--- config.mk ---
export PLATFORM = sky130hd
export DESIGN_NAME = grad_spi_serialiser
export DESIGN_NICKNAME = d
export VERILOG_FILES = /design/src/rtl/grad_spi_serialiser.sv
export SDC_FILE = /design/constraint.sdc
export NUM_CORES = 1
export LEC_CHECK = 0
export CORE_MARGIN = 2
export CORE_UTILIZATION = 50
export DETAILED_ROUTE_END_ITERATION = 8
export PLACE_DENSITY_LB_ADDON = 0.2
export SLEW_MARGIN = 25
export SYNTH_ARGS = -nofsm -noshare
export SYNTH_HDL_FRONTEND = slang
export SYNTH_SLANG_ARGS = --single-unit
--- constraint.sdc ---
create_clock -name S_AXI_ACLK -period 1.9 [get_ports S_AXI_ACLK]
set_input_delay 0.285 -clock S_AXI_ACLK [delete_from_list [all_inputs] [get_ports S_AXI_ACLK]]
set_output_delay 0.285 -clock S_AXI_ACLK [all_outputs]
set_load 0.02 [all_outputs]
--- src/rtl/grad_spi_serialiser.sv ---
// Shifts per-channel grad_bram words out to N_CH SPI DACs: shared SCLK, one SDI and one SSN per channel.
// Latency: valid_i sampled at edge E0 -> SSN low and MSB on SDI after E1 when idle; otherwise after the current frame's gap.
// Backpressure: none; one shadow word per channel, and overwriting a pending word pulses data_lost_o.
module grad_spi_serialiser #(
  parameter int N_CH       = 4,
  parameter int FRAME_BITS = 24,
  parameter int DIV_W      = 6
) (
  input  logic              S_AXI_ACLK,
  input  logic              S_AXI_ARESETN,
  input  logic [31:0]       data_i,
  input  logic [N_CH-1:0]   valid_i,
  input  logic [DIV_W-1:0]  spi_clk_div_i,
  output logic              sclk_o,
  output logic [N_CH-1:0]   ssn_o,
  output logic [N_CH-1:0]   sdi_o,
  output logic              busy_o,
  output logic              data_lost_o
);

  localparam int BCW = $clog2(FRAME_BITS);

  typedef enum logic [1:0] {IDLE, SHIFT, GAP} state_t;

  state_t                state;
  logic [FRAME_BITS-1:0] shadow [N_CH];
  logic [FRAME_BITS-1:0] shift  [N_CH];
  logic [N_CH-1:0]       pend;
  logic [N_CH-1:0]       act;
  logic [N_CH-1:0]       consume;
  logic [DIV_W-1:0]      div_lat;
  logic [DIV_W-1:0]      h_cnt;
  logic [BCW-1:0]        bit_cnt;
  logic                  half_done;
  logic                  start;
  logic                  unused_data_hi;

  // Only the payload bits travel over SPI; the upper bits of the word are ignored.
  assign unused_data_hi = &{1'b0, data_i[31:FRAME_BITS]};

  // A frame starts from IDLE at once, or straight out of GAP once its H cycles are spent.
  always_comb begin
    half_done = (h_cnt == div_lat);
    start     = 1'b0;
    if (|pend) begin
      start = (state == IDLE) || ((state == GAP) && half_done);
    end
    consume = start ? pend : '0;
  end

  // Shadow capture: a new word wins over the old one; loss only if the old one was not just taken by a frame.
  always_ff @(posedge S_AXI_ACLK or negedge S_AXI_ARESETN) begin
    if (!S_AXI_ARESETN) begin
      for (int k = 0; k < N_CH; k++) shadow[k] <= '0;
      pend        <= '0;
      data_lost_o <= 1'b0;
    end else begin
      for (int k = 0; k < N_CH; k++) begin
        if (valid_i[k]) shadow[k] <= data_i[FRAME_BITS-1:0];
      end
      pend        <= (pend & ~consume) | valid_i;
      data_lost_o <= |(valid_i & pend & ~consume);
    end
  end

  // Frame FSM: loads the shifters on start, generates SCLK from the latched divider, then idles SSN for one half-period.
  always_ff @(posedge S_AXI_ACLK or negedge S_AXI_ARESETN) begin
    if (!S_AXI_ARESETN) begin
      state   <= IDLE;
      for (int k = 0; k < N_CH; k++) shift[k] <= '0;
      act     <= '0;
      div_lat <= '0;
      h_cnt   <= '0;
      bit_cnt <= '0;
      sclk_o  <= 1'b0;
      ssn_o   <= '1;
      sdi_o   <= '0;
      busy_o  <= 1'b0;
    end else if (start) begin
      state   <= SHIFT;
      act     <= pend;
      div_lat <= spi_clk_div_i;
      h_cnt   <= '0;
      bit_cnt <= '0;
      sclk_o  <= 1'b0;
      ssn_o   <= ~pend;
      busy_o  <= 1'b1;
      for (int k = 0; k < N_CH; k++) begin
        shift[k] <= pend[k] ? shadow[k] : '0;
        sdi_o[k] <= pend[k] & shadow[k][FRAME_BITS-1];
      end
    end else begin
      case (state)
        IDLE: begin
          busy_o <= 1'b0;
        end
        SHIFT: begin
          if (!half_done) begin
            h_cnt <= h_cnt + 1'b1;
          end else begin
            h_cnt <= '0;
            if (!sclk_o) begin
              sclk_o <= 1'b1;
            end else if (bit_cnt == BCW'(FRAME_BITS - 1)) begin
              sclk_o <= 1'b0;
              ssn_o  <= '1;
              sdi_o  <= '0;
              state  <= GAP;
            end else begin
              sclk_o  <= 1'b0;
              bit_cnt <= bit_cnt + 1'b1;
              for (int k = 0; k < N_CH; k++) begin
                shift[k] <= {shift[k][FRAME_BITS-2:0], 1'b0};
                sdi_o[k] <= act[k] & shift[k][FRAME_BITS-2];
              end
            end
          end
        end
        GAP: begin
          if (!half_done) begin
            h_cnt <= h_cnt + 1'b1;
          end else begin
            h_cnt  <= '0;
            act    <= '0;
            state  <= IDLE;
            busy_o <= 1'b0;
          end
        end
        default: begin
          state  <= IDLE;
          busy_o <= 1'b0;
        end
      endcase
    end
  end

endmodule

# ---- Word level (Yosys, flattened, before mapping)
# Index checks and enable logic that the tools add are counted.
dict set report totals {
  ff_bits 226
  latchBits 0
  ram_bits 0
  mem_bits_ro 0
  input_bits 44
  output_inout_bits 11
  word_cells 110
  n_memories 0
}
dict set report classes {
  addsub 2
  mul 0
  div 0
  order_cmp 0
  eq_ne 11
  shifts 0
  muxes 45
  bitwise 14
  reduce_logical 19
}
# cell n
set ops {}
lappend ops {{$mux W95} 5}
lappend ops {{$mux W24} 3}
lappend ops {{$mux W4} 14}
lappend ops {{$mux W5} 5}
lappend ops {{$mux W23} 1}
lappend ops {{$mux W6} 3}
lappend ops {{$and A4 B4 Y4} 3}
lappend ops {{$ne A3 B3 Y1 const B} 4}
lappend ops {{$reduce_bool A2 Y1} 6}
lappend ops {{$mux W2} 5}
lappend ops {{$and A1 B1 Y1} 8}
lappend ops {{$not A4 Y4} 2}
lappend ops {{$reduce_and A4 Y1} 2}
lappend ops {{$reduce_or A4 Y1} 2}
lappend ops {{$mux W1} 7}
lappend ops {{$add A6 B1 Y6 const B} 1}
lappend ops {{$eq A6 B6 Y1} 1}
lappend ops {{$ne A2 B2 Y1 const B} 3}
lappend ops {{$pmux W2 S3} 1}
lappend ops {{$reduce_and A2 Y1} 3}
lappend ops {{$add A5 B1 Y5 const B} 1}
lappend ops {{$eq A5 B5 Y1 const B} 1}
lappend ops {{$reduce_and A5 Y1} 1}
lappend ops {{$or A4 B4 Y4} 1}
lappend ops {{other kinds (8)} 8}

# ---- Depth between registers and ports, before layout
dict set report logic_depth {
  depth_word 8
  mapped_depth 11
  mapped_depth_nobuf 7
}

# ---- Least setup slack after synthesis
# Ideal clock, no wire load.
dict set report synth_path {
  kind {reg-to-reg}
  startpoint {register pend[2]}
  endpoint {register shift[86] (netlist bit)}
  setup_time_ns 0.132
  arrival_time_ns 1.765
  required_ns 1.768
  setup_slack_ns 0.003
  stages_incl_launch_ff 9
  n_path_buf 4
  synth_period_minus_slack_ns 1.897
  cell_sequence {dfrtp_1 -> or4_1 -> a41o_1 -> buf_4 -> buf_6 -> buf_6 -> buf_6 -> nand3_1 -> o21ai_1}
}
dict set report synth_between {
  elab_chain_len 4
}
# item line
set synth_rtl {}
lappend synth_rtl {{start, declared} 28} ;# logic [N_CH-1:0] pend;
lappend synth_rtl {{start signal, assigned} 61} ;# pend <= (pend & ~consume) | valid_i;
lappend synth_rtl {{$reduce_or A4 Y1 (*)} 45} ;# if (|pend) begin
lappend synth_rtl {{$mux W1 (*)} 45}
lappend synth_rtl {{$ne A2 B2 Y1 (no source line) / $reduce_bool A2 Y1 (equally long branches)} n/a}
lappend synth_rtl {{$reduce_and A4 Y1 (no source line)} n/a}
lappend synth_rtl {{end signal, assigned by index} 89} ;# shift[k] <= pend[k] ? shadow[k] : '0;
lappend synth_rtl {{end signal, assigned by index} 113} ;# shift[k] <= {shift[k][FRAME_BITS-2:0], 1'b0};
lappend synth_rtl {{end, declared} 27} ;# logic [FRAME_BITS-1:0] shift [N_CH];
# Every way passes the cells marked *; elsewhere a longest branch is shown, timed or not.
# A chain may end at the register's enable or synchronous reset.

# ---- Final worst setup path
dict set report layout_path {
  startpoint {register h_cnt[3]}
  endpoint {register shift[30] (netlist bit)}
}
dict set report layout_between {
  elab_chain_len 6
}
# item line
set layout_rtl {}
lappend layout_rtl {{start, declared} 32} ;# logic [DIV_W-1:0] h_cnt;
lappend layout_rtl {{start signal, assigned} 99} ;# h_cnt <= h_cnt + 1'b1;
lappend layout_rtl {{start signal, assigned} 121} ;# h_cnt <= h_cnt + 1'b1;
lappend layout_rtl {{$eq A6 B6 Y1 (*)} 43} ;# half_done = (h_cnt == div_lat);
lappend layout_rtl {{$logic_and A1 B1 Y1} 46} ;# start = (state == IDLE) || ((state == GAP) && half_done);
lappend layout_rtl {{$logic_or A1 B1 Y1} 46}
lappend layout_rtl {{$mux W1} 45}
lappend layout_rtl {{$ne A2 B2 Y1 (no source line) / $reduce_bool A2 Y1 (equally long branches)} n/a}
lappend layout_rtl {{$reduce_and A4 Y1 (no source line)} n/a}
# Marks and branches as above.

==> results by stage <==
Clocking:
- The number of buffers created by CTS is 25.
- No sink is reached through more buffers than the 3 on the longest clock path.
- For this design, the sink count on the clock tree is 226.
- After clock tree synthesis, the clock-pin slew on the worst setup and hold paths is 0.06 ns.
- In this run the clock root is driven by a sky130_fd_sc_hd__clkbuf_16.
- In this run the number of H-tree levels came out at 1.
- The later pin in the worst-skew pair is clocked with a latency of 0.52 ns.
- TritonCTS built the clock tree.

Route:
- The total vias in the final route is slightly below 7,000.
- The met2 wire length is 12,800 um.
- The detail route stage leaves a number of antenna-violating nets equal to 0.
- Routed signal wires occupy layers up through met4.
- In the final routed layout, each cell accounts on average for between 20 and 25 um.
- For this run, the detailed router's first-pass iteration total came to 5.
- After detailed routing, the number of vias per cell comes to 5.78.
- For this block, the initial DRC count from the detailed router was between 400 and 500.
- The final layout contains routed wiring with a total length of 25,000 um.
- The routed design uses around 1100 um of met3 wire.
- In the final routing, the length of wire on met1 measures 10,600 um.
- After detailed routing, the number of remaining DRC violations is 0.

Power and ir drop:
- The static power due to leakage is around 6 nW.
- For this design the ratio of total power to cell area is around 1500 nW/um2.
- The worst-case IR drop observed on VDD is just under 0.8 mV.
- Total power for the finished layout comes to approximately 20 mW.

Finish:
- Leaving out fill and tap cells, the most frequent cell in the layout is sky130_fd_sc_hd__dfrtp_1.
- The area of the multi-input gates is 4030 um2.
- The finished cells cover between 10,000 and 15,000 um2.
- Of the cells placed in the final design, the portion with a size suffix greater than 1 is between 30% and 40%.
- Compared with the post-synthesis result, the final layout area differs by 30.4%.
- Registers take around 5700 um2.
- The layout filler cell count is roughly 1,400.
- For this run, the post-layout net count is 940.
- In the layout the commonest cells are sky130_fd_sc_hd__dfrtp_1 (221), sky130_fd_sc_hd__mux2_2 (96), sky130_fd_sc_hd__nand3_1 (93).
- The repair_antennas step left the layout with diodes totalling 0.

Synthesis:
- The distinct cell type count after synthesis is 44.
- Synthesis produced a netlist with a net count of 842.
- The number of synthesized register bits is 226.
- The number of instances in the synthesized netlist is between 700 and 800.
- The netlist area before placement is a little under 10,000 um2.
- The synthesized design contains 0 enable-type register cells.
- Among all flip-flop cells after synthesis, the most frequent one is sky130_fd_sc_hd__dfrtp_1.
- The total of warnings raised by yosys is 0.
- The post-synthesis average cell area is ~12 um2.
- Sequential cells were found to cover between 50 and 60% of the synthesized design area.
- After synthesis, the share of flip-flops with an asynchronous set or reset is 100%.

STA:
- The final setup slack of the worst path is -0.153 ns.
- For the final routed database, the setup TNS stands at -7.32 ns.
- Setup repair after global routing could not meet its margin everywhere.
- The max-slew violation count is 0.
- The achievable frequency is roughly 0.49 GHz.
- The final hold violation count was 0.
- The slew at the pin closest to its max-slew limit is between 0.4 and 0.5 ns.
- Dividing the final minimum period by the clock period gives 108%.
- Across all hold checks on the routed design, the worst slack comes to 0.272 ns.
- The worst relative slew slack is between 70% and 80%.
- Setup violations remaining at the end of the flow were counted as roughly 110.
- Counting I/O delays and the setup requirement, the final critical path takes around 2.1 ns.
- The clock skew is 0.0196 ns.

Status:
- The checks that failed: negative setup slack.
- The flow ran to the end, but the final reports show violations.

Setup path:
- The endpoint type of the worst setup path is a flip-flop.
- The endpoint of the worst-slack reg-to-reg timing path is shift[30].
- The biggest fanout along the worst timing path is 6.
- The critical path in this run is classified as reg -> reg.
- The worst path required time is between 2 and 2.5 ns.
- The number of cells on the worst reg-to-reg path is 9.
- The register-to-register setup slack is -0.15 ns.
- The startpoint of the lowest-slack register-to-register path is h_cnt[3].
- The arrival time at the worst endpoint is around 2.5 ns.
- STA classifies the critical path startpoint as a flip-flop.

Global routing:
- The number of global-route vias before repair is just under 7,000.
- The initial antenna violation count is 0.
- The first global-routing pass estimated between 30,000 and 40,000 um of wire.
- Entering global routing, the biggest net connects just over 70 pins.
- Global routing consumed, over all layers together, approximately 22% of the routing resources.
- Summed over all layers, the global routing overflow is 0.

Place:
- The post-detailed-placement cell area is around 11,000 um2.
- Summed over all nets, the half-perimeter wirelength after detailed placement is between 10,000 and 15,000 um.
- The global placer's final weighted congestion is about 0.76.
- In this run the tool buffered the top-level ports with 46 buffer cells.

Floorplan:
- The die area is between 20,000 and 25,000 um2.
- 55 I/O pins were placed.
- The die is 144 um tall.
- The number of placement rows is 51.
- The area of the core is just under 20,000 um2.
- The horizontal die dimension is 144 um.
- Once the floorplan was initialized, standard cells occupied between 50 and 60% of the core.

Worst hold path:
- The tightest min-delay check is of the in -> async type.

Run:
- The count of max-cap constraint violations is 0.
## metal layers
layer  track usage [%]  vias up
li1                  -     3064
met1              29.4     3509
met2              37.9      181
met3              3.03       41
met4              6.24        0
met5                 0        -
## what timing repair did
action	4_1_cts	5_1_grt
setup buffers	6	7
hold buffers	1	0
resized for setup	35	114
endpoints found under the hold margin	43	0
endpoints found under the setup margin	81	123
gates cloned	3	23
pin swaps	0	43
## per-stage QoR
step / util (%) / std cells / setup WS, ns
2_1_floorplan: - / 793 / 0.00302
3_3_place_gp: 56.0 / 1092 / -0.0861
3_5_place_dp: 56.0 / 1092 / -0.114
4_1_cts: 61.7 / 1148 / -0.0901
5_1_grt: 65.9 / 1175 / -0.217
6_report: 65.9 / 1175 / -0.153
## critical path, cell delays in order (launching register included)
cell,delay (ns)
sky130_fd_sc_hd__dfrtp_1,0.39
sky130_fd_sc_hd__xor2_1,0.18
sky130_fd_sc_hd__nor4_2,0.29
sky130_fd_sc_hd__buf_4,0.20
sky130_fd_sc_hd__nand4_1,0.10
sky130_fd_sc_hd__buf_6,0.16
sky130_fd_sc_hd__clkbuf_16,0.17
sky130_fd_sc_hd__clkbuf_16,0.16
sky130_fd_sc_hd__mux2i_1,0.20
sky130_fd_sc_hd__o21ai_1,0.09
## where the power goes
part	total (mW)	leakage, nW	switching, mW	internal (mW)
clock network	4.83	0.406	1.90	2.94
registers	7.14	2.75	0.894	6.25
logic	7.55	2.91	3.87	3.68
total	19.5	6.07	6.67	12.9
## logic make-up after synthesis
kind of cell	Yosys count	synth area share, %
and+or+nand+nor	159	8.20
xor gates and xnor gates	9	0.806
DFF	226	57.9
muxes	190	20.7
buffers and inverters	68	3.57
adders and majority gates	5	0.640
AOI/OAI and AO/OA	136	8.20
## state kept, by name, indices dropped and copies added, names as in the netlist
signal and flops:
shadow 96, shift 92, div_lat 6, h_cnt 6, bit_cnt 5, act 4, pend 4, sdi_o 4
ssn_o 4, state 2, busy_o 1, data_lost_o 1, sclk_o 1
## synth_stat cells (all sizes together), types with 2 or more instances
cell type	n	area share [%]
mux2i	94	9.6
inv	5	0.19
mux2	96	11
or4	2	0.15
a21o	4	0.31
a21oi	17	0.99
buf	36	2.3
and3	7	0.45
xor2	9	0.81
and2	2	0.13
clkbuf	27	1.0
nor3	2	0.15
nor2b	3	0.19
nand2	26	1.0
dfstp	4	1.1
a22o	4	0.36
a32o	3	0.31
ha	5	0.64
o21ai	95	4.9
a22oi	2	0.15
nand3	102	5.2
nand4	4	0.26
dfrtp	222	57
nor2	7	0.27
a2bb2oi	4	0.61
## layout make-up
cell class | instances | share of cell area, %
Clock buffer | 40 | 5.82
Clock inverter | 6 | 0.658
Inverter | 5 | 0.147
Timing Repair Buffer | 134 | 14.7
Tap cell | 265 | 2.60
Multi-Input combinational cell | 499 | 31.6
Sequential cell | 226 | 44.4
## worst max path at each step
stage | startpoint | to | slack (ns) | cells past startpoint
floorplan | pend[2] | shift[86] | 0.003 | 8
global placement | div_lat[2] | shift[57] | -0.09 | 8
detailed placement | div_lat[2] | shift[30] | -0.11 | 8
CTS | pend[2] | h_cnt[4] | -0.09 | 6
global route | h_cnt[3] | shift[30] | -0.22 | 9
finish | h_cnt[3] | shift[30] | -0.15 | 9
Note: power is estimated with default switching activity, not from simulation.
